==> src/rtl/arb_pkg.sv <==
// arb_pkg: shared lane types and the round-robin pick function for rr_arb4.
package arb_pkg;
    localparam int NUM_LANES = 4;
    typedef logic [1:0] lane_id_t;
    // Lanes are searched from last+1 upward with 2-bit wrap; with no request the result is last.
    function automatic lane_id_t rr_pick(logic [NUM_LANES-1:0] req, lane_id_t last);
        lane_id_t idx;
        rr_pick = last;
        for (int k = NUM_LANES; k >= 1; k--) begin
            idx = last + lane_id_t'(k);
            if (req[idx]) rr_pick = idx;
        end
    endfunction
endpackage

==> src/rtl/mux2.sv <==
// mux2: two-way data selector.
module mux2 #(parameter int N = 8) (
    input  logic [N-1:0] a_i,
    input  logic [N-1:0] b_i,
    input  logic         sel_i,
    output logic [N-1:0] y_o
);
    assign y_o = sel_i ? b_i : a_i;
endmodule

==> src/rtl/mux4.sv <==
// mux4: four-way data selector built as a tree of mux2 stages.
module mux4 #(parameter int N = 8) (
    input  logic [N-1:0] d0_i,
    input  logic [N-1:0] d1_i,
    input  logic [N-1:0] d2_i,
    input  logic [N-1:0] d3_i,
    input  logic [1:0]   sel_i,
    output logic [N-1:0] y_o
);
    logic [N-1:0] lo, hi;
    mux2 #(.N(N)) u_lo (.a_i(d0_i), .b_i(d1_i), .sel_i(sel_i[0]), .y_o(lo));
    mux2 #(.N(N)) u_hi (.a_i(d2_i), .b_i(d3_i), .sel_i(sel_i[0]), .y_o(hi));
    mux2 #(.N(N)) u_top (.a_i(lo), .b_i(hi), .sel_i(sel_i[1]), .y_o(y_o));
endmodule

==> src/rtl/rr_arb4.sv <==
// rr_arb4: four-lane round-robin stream arbiter with a one-entry registered output.
module rr_arb4 import arb_pkg::*; #(parameter int N = 8) (
    input  logic           clk,
    input  logic           rst,
    input  logic [N-1:0]   in_0,
    input  logic [N-1:0]   in_1,
    input  logic [N-1:0]   in_2,
    input  logic [N-1:0]   in_3,
    input  logic [3:0]     in_valid,
    output logic [3:0]     in_ready,
    output logic [N-1:0]   out,
    output lane_id_t       out_id,
    output logic           out_valid,
    input  logic           out_ready
);
    logic         load, take, out_valid_q;
    lane_id_t     sel, out_id_q, last_q;
    logic [N-1:0] mux_y, out_q;
    // rst gates in_ready so no lane believes it was accepted while the register is held clear.
    always_comb begin
        load     = !out_valid_q || out_ready;
        sel      = rr_pick(in_valid, last_q);
        take     = load && |in_valid;
        in_ready = (take && !rst) ? 4'(1) << sel : 4'b0;
    end
    mux4 #(.N(N)) u_mux (
        .d0_i(in_0), .d1_i(in_1), .d2_i(in_2), .d3_i(in_3),
        .sel_i(sel), .y_o(mux_y)
    );
    always_ff @(posedge clk or posedge rst) begin
        if (rst) begin
            out_q       <= '0;
            out_id_q    <= '0;
            out_valid_q <= 1'b0;
            last_q      <= 2'd3;
        end else if (take) begin
            out_q       <= mux_y;
            out_id_q    <= sel;
            out_valid_q <= 1'b1;
            last_q      <= sel;
        end else if (load) begin
            out_valid_q <= 1'b0;
        end
    end
    assign out       = out_q;
    assign out_id    = out_id_q;
    assign out_valid = out_valid_q;
endmodule
==> config.mk <==
export PLATFORM = sky130hd
export DESIGN_NAME = rr_arb4
export DESIGN_NICKNAME = d
export VERILOG_FILES = /design/src/rtl/arb_pkg.sv /design/src/rtl/mux2.sv /design/src/rtl/mux4.sv /design/src/rtl/rr_arb4.sv
export SDC_FILE = /design/constraint.sdc
export NUM_CORES = 1
export LEC_CHECK = 0
export CORE_MARGIN = 5
export CORE_UTILIZATION = 39
export DETAILED_ROUTE_END_ITERATION = 7
export PLACE_DENSITY_LB_ADDON = 0.25
export SYNTH_ARGS = -nofsm -noshare
export SYNTH_HDL_FRONTEND = slang
export SYNTH_SLANG_ARGS = --single-unit
export TNS_END_PERCENT = 1
==> constraint.sdc <==
create_clock -name clk -period 5.05 [get_ports clk]
set_clock_uncertainty 0.05 [all_clocks]
set_input_delay 0.505 -clock clk [delete_from_list [all_inputs] [get_ports clk]]
set_output_delay 0.505 -clock clk [all_outputs]
set_load 0.005 [all_outputs]
Yosys cells after proc, flatten, opt, wreduce, memory -nomap -nowiden --
Index checks and enable logic that the tools add are counted.
Storage, ports and cells: logic and storage cells 33, input port bits 39, flip-flop bits (word level) 13
Cells by class: reduce and logical (&&, ||, !) cells 7, add/subtract/negate cells 3, muxes and demuxes 15, shifts and indexed selects 1, $lt $le $gt $ge 3
Operators with widths (number):
- 2-to-1 mux 8 bit | 3
- less-than comparator 2 x 3 -> 1 bit (second input constant) | 3
- binary-select mux 1 bit (select 2 bit) | 3
- 2-to-1 mux 2 bit | 3
- 2-to-1 mux 1 bit | 5
- adder 2 bit (second input constant) | 2
- 2-to-1 mux 4 bit | 1
- OR reduction 4 bit | 1
- left shift 1 x 2 -> 4 bit (first input constant) | 1
- adder 2 x 1 -> 2 bit (second input constant) | 1
- logical AND 1 bit | 2
- zero test 1 bit | 2
- nonzero test 2 bit | 1
- logical OR 1 bit | 1

Logic depth before layout (Yosys ltp) --
word-level depth 8, gate-level depth with buffers 7, gate-level depth less buffers 5

By module --
From an unflattened synthesis, not the netlist that was laid out.
Second synthesis, totals: cell total of the unflattened synthesis 76, area total of the unflattened synthesis 1032.2 um^2
Modules (own cells, without submodules):
- rr_arb4 | seq. area each 327.8 um^2, times used 1, cells an instance 49, area an instance 638.1 um^2
- mux2 | seq. area each 0.0 um^2, times used 3, cells an instance 9, area an instance 131.4 um^2

Least setup slack after synthesis --
OpenSTA, ideal clock, no wires.
path type input-to-output, start input in_valid[2], end output in_ready[3], data arrival time 1604 ps, path slack 2891 ps, buffers on the path 3, cell stages on the path 6, cell sequence or3b_1 -> buf_2 -> and3_1 -> buf_6 -> buf_8 -> nor3_1
On the way: longest elaborated chain between the ends 7, elaborated cells on any way between the ends 14, classes of those cells shift: 1; mux: 10; reduce/logical: 3
Ends and longest elaborated chain:
- start, declared | RTL line rr_arb4.sv:9 | input logic [3:0] in_valid,
- binary-select mux 1 bit (select 2 bit) | RTL line arb_pkg.sv:11 | if (req[idx]) rr_pick = idx;
- 2-to-1 mux 1 bit (implied by the code) | RTL line arb_pkg.sv:11
- 2-to-1 mux 2 bit (3 in a row) | RTL line arb_pkg.sv:11
- left shift 1 x 2 -> 4 bit | RTL line rr_arb4.sv:24 | in_ready = (take && !rst) ? 4'(1) << sel : 4'b0;
- 2-to-1 mux 4 bit (*) | RTL line rr_arb4.sv:24
- end, declared | RTL line rr_arb4.sv:10 | output logic [3:0] in_ready,
Mark *: on every way between the ends. The rest lies on a longest branch, timed or not. The select of a mux whose other input is x is not followed.

Worst setup path after layout --
start input in_valid[0], end output in_ready[1]
The elaborated chain is that of the path after synthesis.

==> metrics.yaml <==
status: "complete, no violations"
diodes: 0
sequentialPowerShare_pct: 35.7
finalMaxSlewViolations: 0
cts_setup_buffers: 0
synth.largest_area_cell: "dfrtp_1"
ios: 54
gp_congestion: 0.8004
holdBufCountCts: 0
cts_resized: 0
port-buffer-count: 53
die_area_sq_mm: 0.003235
clk_pin_slew_ns: 0.08
hold_start: "last_q[0]"
drc_errors: 0
timing.fmax_mhz: 257.7
arrival_ns: 3.32
wl_per_cell_um: 15.47
max_stage_delay_ns: 0.72
yosysTopAreaCellShare_pct: 32.12
min_to: "last_q[0]"
cts_tree: "built"
rsz0062_at_grt: "no"
worst-r2r-cell-count: 4
area_delta_synth_final_pct: 64.23
critPathBufInv: 3
post-route-period-util_pct: 76.83
ir_drop_v: 0.0001875
vias_per_cell: 5.353
p_switching_w: 0.0001554
chipHeight_um: 56.88
vias: 926
critical_path.most_common_cell: "clkdlybuf4s50_1"
synth_area_leaders: "dfrtp_1 32%, mux2i_1 9.3%, a221oi_1 8.2%"
slowest_stage: "a21boi_1"
syn-cell-area_sq_um: 857.1
num_rows: 17
min_path_type: "flop to flop"
clockPowerShare_pct: 14.2
rr_endpoint: "out[4]"
end_kind: "output pin"
rrSetupSlack_ns: 2.82
worst_r2r_startpoint: "out_valid"
min_period_ns: 3.880
worstPathMaxFanout: 11
fin_nets: 185
whs_ns: 0.4741
ctsHtreeMaxLevel: 1
worstPathCellList: "clkdlybuf4s50_1 > nor4_1 > a21oi_1 > buf_4 > a21boi_1 > and3_1 > clkdlybuf4s50_1"
clock_tree.buffer_depth: 2
synthCells: 94
utilization_pct: 65.52
p_sw_share_pct: 33.91
start_kind: "primary input"
hold_depth: 2
layout-drive-gt1-share_pct: 5.517
setup_tns_ns: 0
cts_root_buf: "clkbuf_4"
synth.distinct_cells: 28
grt_pass1_wl_mm: 4.471
clk_latency_ns: 0.27
grt_overflow: 0
start_util_pct: 39.90
required_ns: 4.49
dp_hpwl_mm: 2.071
syn-num-nets: 133
pwr_density_cell_mw_per_mm2: 325.5
grt_usage_pct: 17.56
path_delay_family: "buffers and inverters"
use_met2_pct: 28.22
synth-seq-area-share_pct: 38.25
wirelength_mm: 2.677
cts_buffers: 3
grtUsageMet1_pct: 21.04
p_comb_share_pct: 50.1
ant_nets: 0
core-area_sq_mm: 0.002148
grt_start_max_net_pins: 16
drt_pass1_iterations: 4
grt_pass1_vias: 980
power_leakage_nw: 0.5659
tightest_slew_ns: 0.8901
hold_viol: 0
worstSetupPathType: "primary input to output pin"
clock_sinks: 13
intPower_w: 0.0003028
relSlewSlack_pct: 40.40
grt.busiest_layer: "met2"
die_w_um: 56.88
synth-seq-cells: 13
grt.met3_usage_pct: 7.126
antenna_found_initial: 0
drv_cap: 0
drt_iter0_drc: 13
setup_viol: 0
avgSynthCellArea_sq_um: 9.118
yosys_warnings: 0
-- power by group through the flow --
stage | Sequential (W) | Combinational, W | Clock, W
4_1_cts | 0.000163 | 0.000233 | 0.0000656
6_report | 0.000164 | 0.000229 | 0.0000652
2_1_floorplan | 0.000163 | 0.000121 | 0
3_3_place_gp | 0.000165 | 0.000226 | 0
5_1_grt | 0.000168 | 0.000251 | 0.0000705
3_5_place_dp | 0.000164 | 0.000232 | 0
-- per-stage QoR --
stage | instance area, sq um | std cells | setup WS [ns] | power (W)
after floorplan | 857.1 | 94 | 2.891 | 0.0002838
after global placement | 1381 | 169 | 1.337 | 0.0003913
after detailed placement | 1381 | 169 | 1.203 | 0.0003961
after CTS | 1408 | 173 | 1.193 | 0.0004618
after global routing | 1408 | 173 | 0.9773 | 0.0004890
final | 1408 | 173 | 1.170 | 0.0004582
-- cells by family (layout without fill, tap and decap cells) --
| logic type | Yosys count | after routing | share of synthesized area [%] |
|---|---|---|---|
| AO/OA/AOI/OAI | 27 | 27 | 22.92 |
| multiplexers | 8 | 8 | 9.343 |
| flip-flops | 13 | 13 | 38.25 |
| AND/OR/NAND/NOR | 35 | 35 | 22.04 |
| buffers and inverters | 11 | 62 | 7.443 |
-- cells in the mapped netlist (all sizes together) --
master,count
a211oi,8
or2,1
and2b,1
nor2b,3
nor3,2
buf,6
o21bai,1
inv,4
dfstp,2
nor2,13
a221oi,8
mux2i,8
clkbuf,1
and3,3
or3b,1
a21boi,1
o21ai,5
nor4,1
and2,9
o211ai,1
nand3,1
dfrtp,11
a21oi,3
-- sequential cells by signal, summed over array words and instances, names as in the netlist --
register / count
out_id: 2
out_valid: 1
out: 8
last_q: 2
-- layout make-up --
type	instances	area, sq um
fillers	188	740.7
repair buffers	54	538.0
multi-input cells	70	465.4
flip-flops and latches	13	327.8
well taps	28	35.03
clock buffers	4	26.28
inverters	4	15.01
-- per-layer routing --
metal	wire, um	vias up
met5	0	-
met4	23	0
met3	229	4
met2	1311	44
met1	1112	427
li1	-	451
-- worst max path at each step --
| stage | from | endpoint | slack, ns | depth (start not counted) |
|---|---|---|---|---|
| final | in_valid[0] | in_ready[1] | 1.17 | 7 |
| after global routing | in_valid[2] | in_ready[1] | 0.98 | 7 |
| after CTS | in_valid[0] | in_ready[1] | 1.19 | 7 |
| after detailed placement | in_valid[0] | in_ready[1] | 1.20 | 7 |
| after global placement | in_valid[2] | in_ready[1] | 1.34 | 7 |
| after floorplan | in_valid[2] | in_ready[3] | 2.89 | 6 |
-- worst min-delay path: stages, from the launching register on --
cell and delay, ns:
dfstp_2 0.39, nor2_1 0.09, a21oi_1 0.04
-- placed cells by master, fill, tap and decap left out, drive strengths merged --
| master | Yosys | routed |
|---|---|---|
| clkdlybuf4s50 | 0 | 53 |
| nor2 | 13 | 13 |
| dfrtp | 11 | 11 |
| and2 | 9 | 9 |
| mux2i | 8 | 8 |
| a221oi | 8 | 8 |
| a211oi | 8 | 8 |
| o21ai | 5 | 5 |
| inv | 4 | 4 |
| clkbuf | 1 | 4 |
| nor2b | 3 | 3 |
| a21oi | 3 | 3 |
| and3 | 3 | 3 |
| nor3 | 2 | 2 |
| dfstp | 2 | 2 |
| and2b | 1 | 1 |
| o21bai | 1 | 1 |
| or2 | 1 | 1 |
| nor4 | 1 | 1 |
| a21boi | 1 | 1 |
| or3b | 1 | 1 |
| nand3 | 1 | 1 |
| o211ai | 1 | 1 |
| buf | 6 | 1 |
No activity file was read; power rests on OpenSTA's default activity.
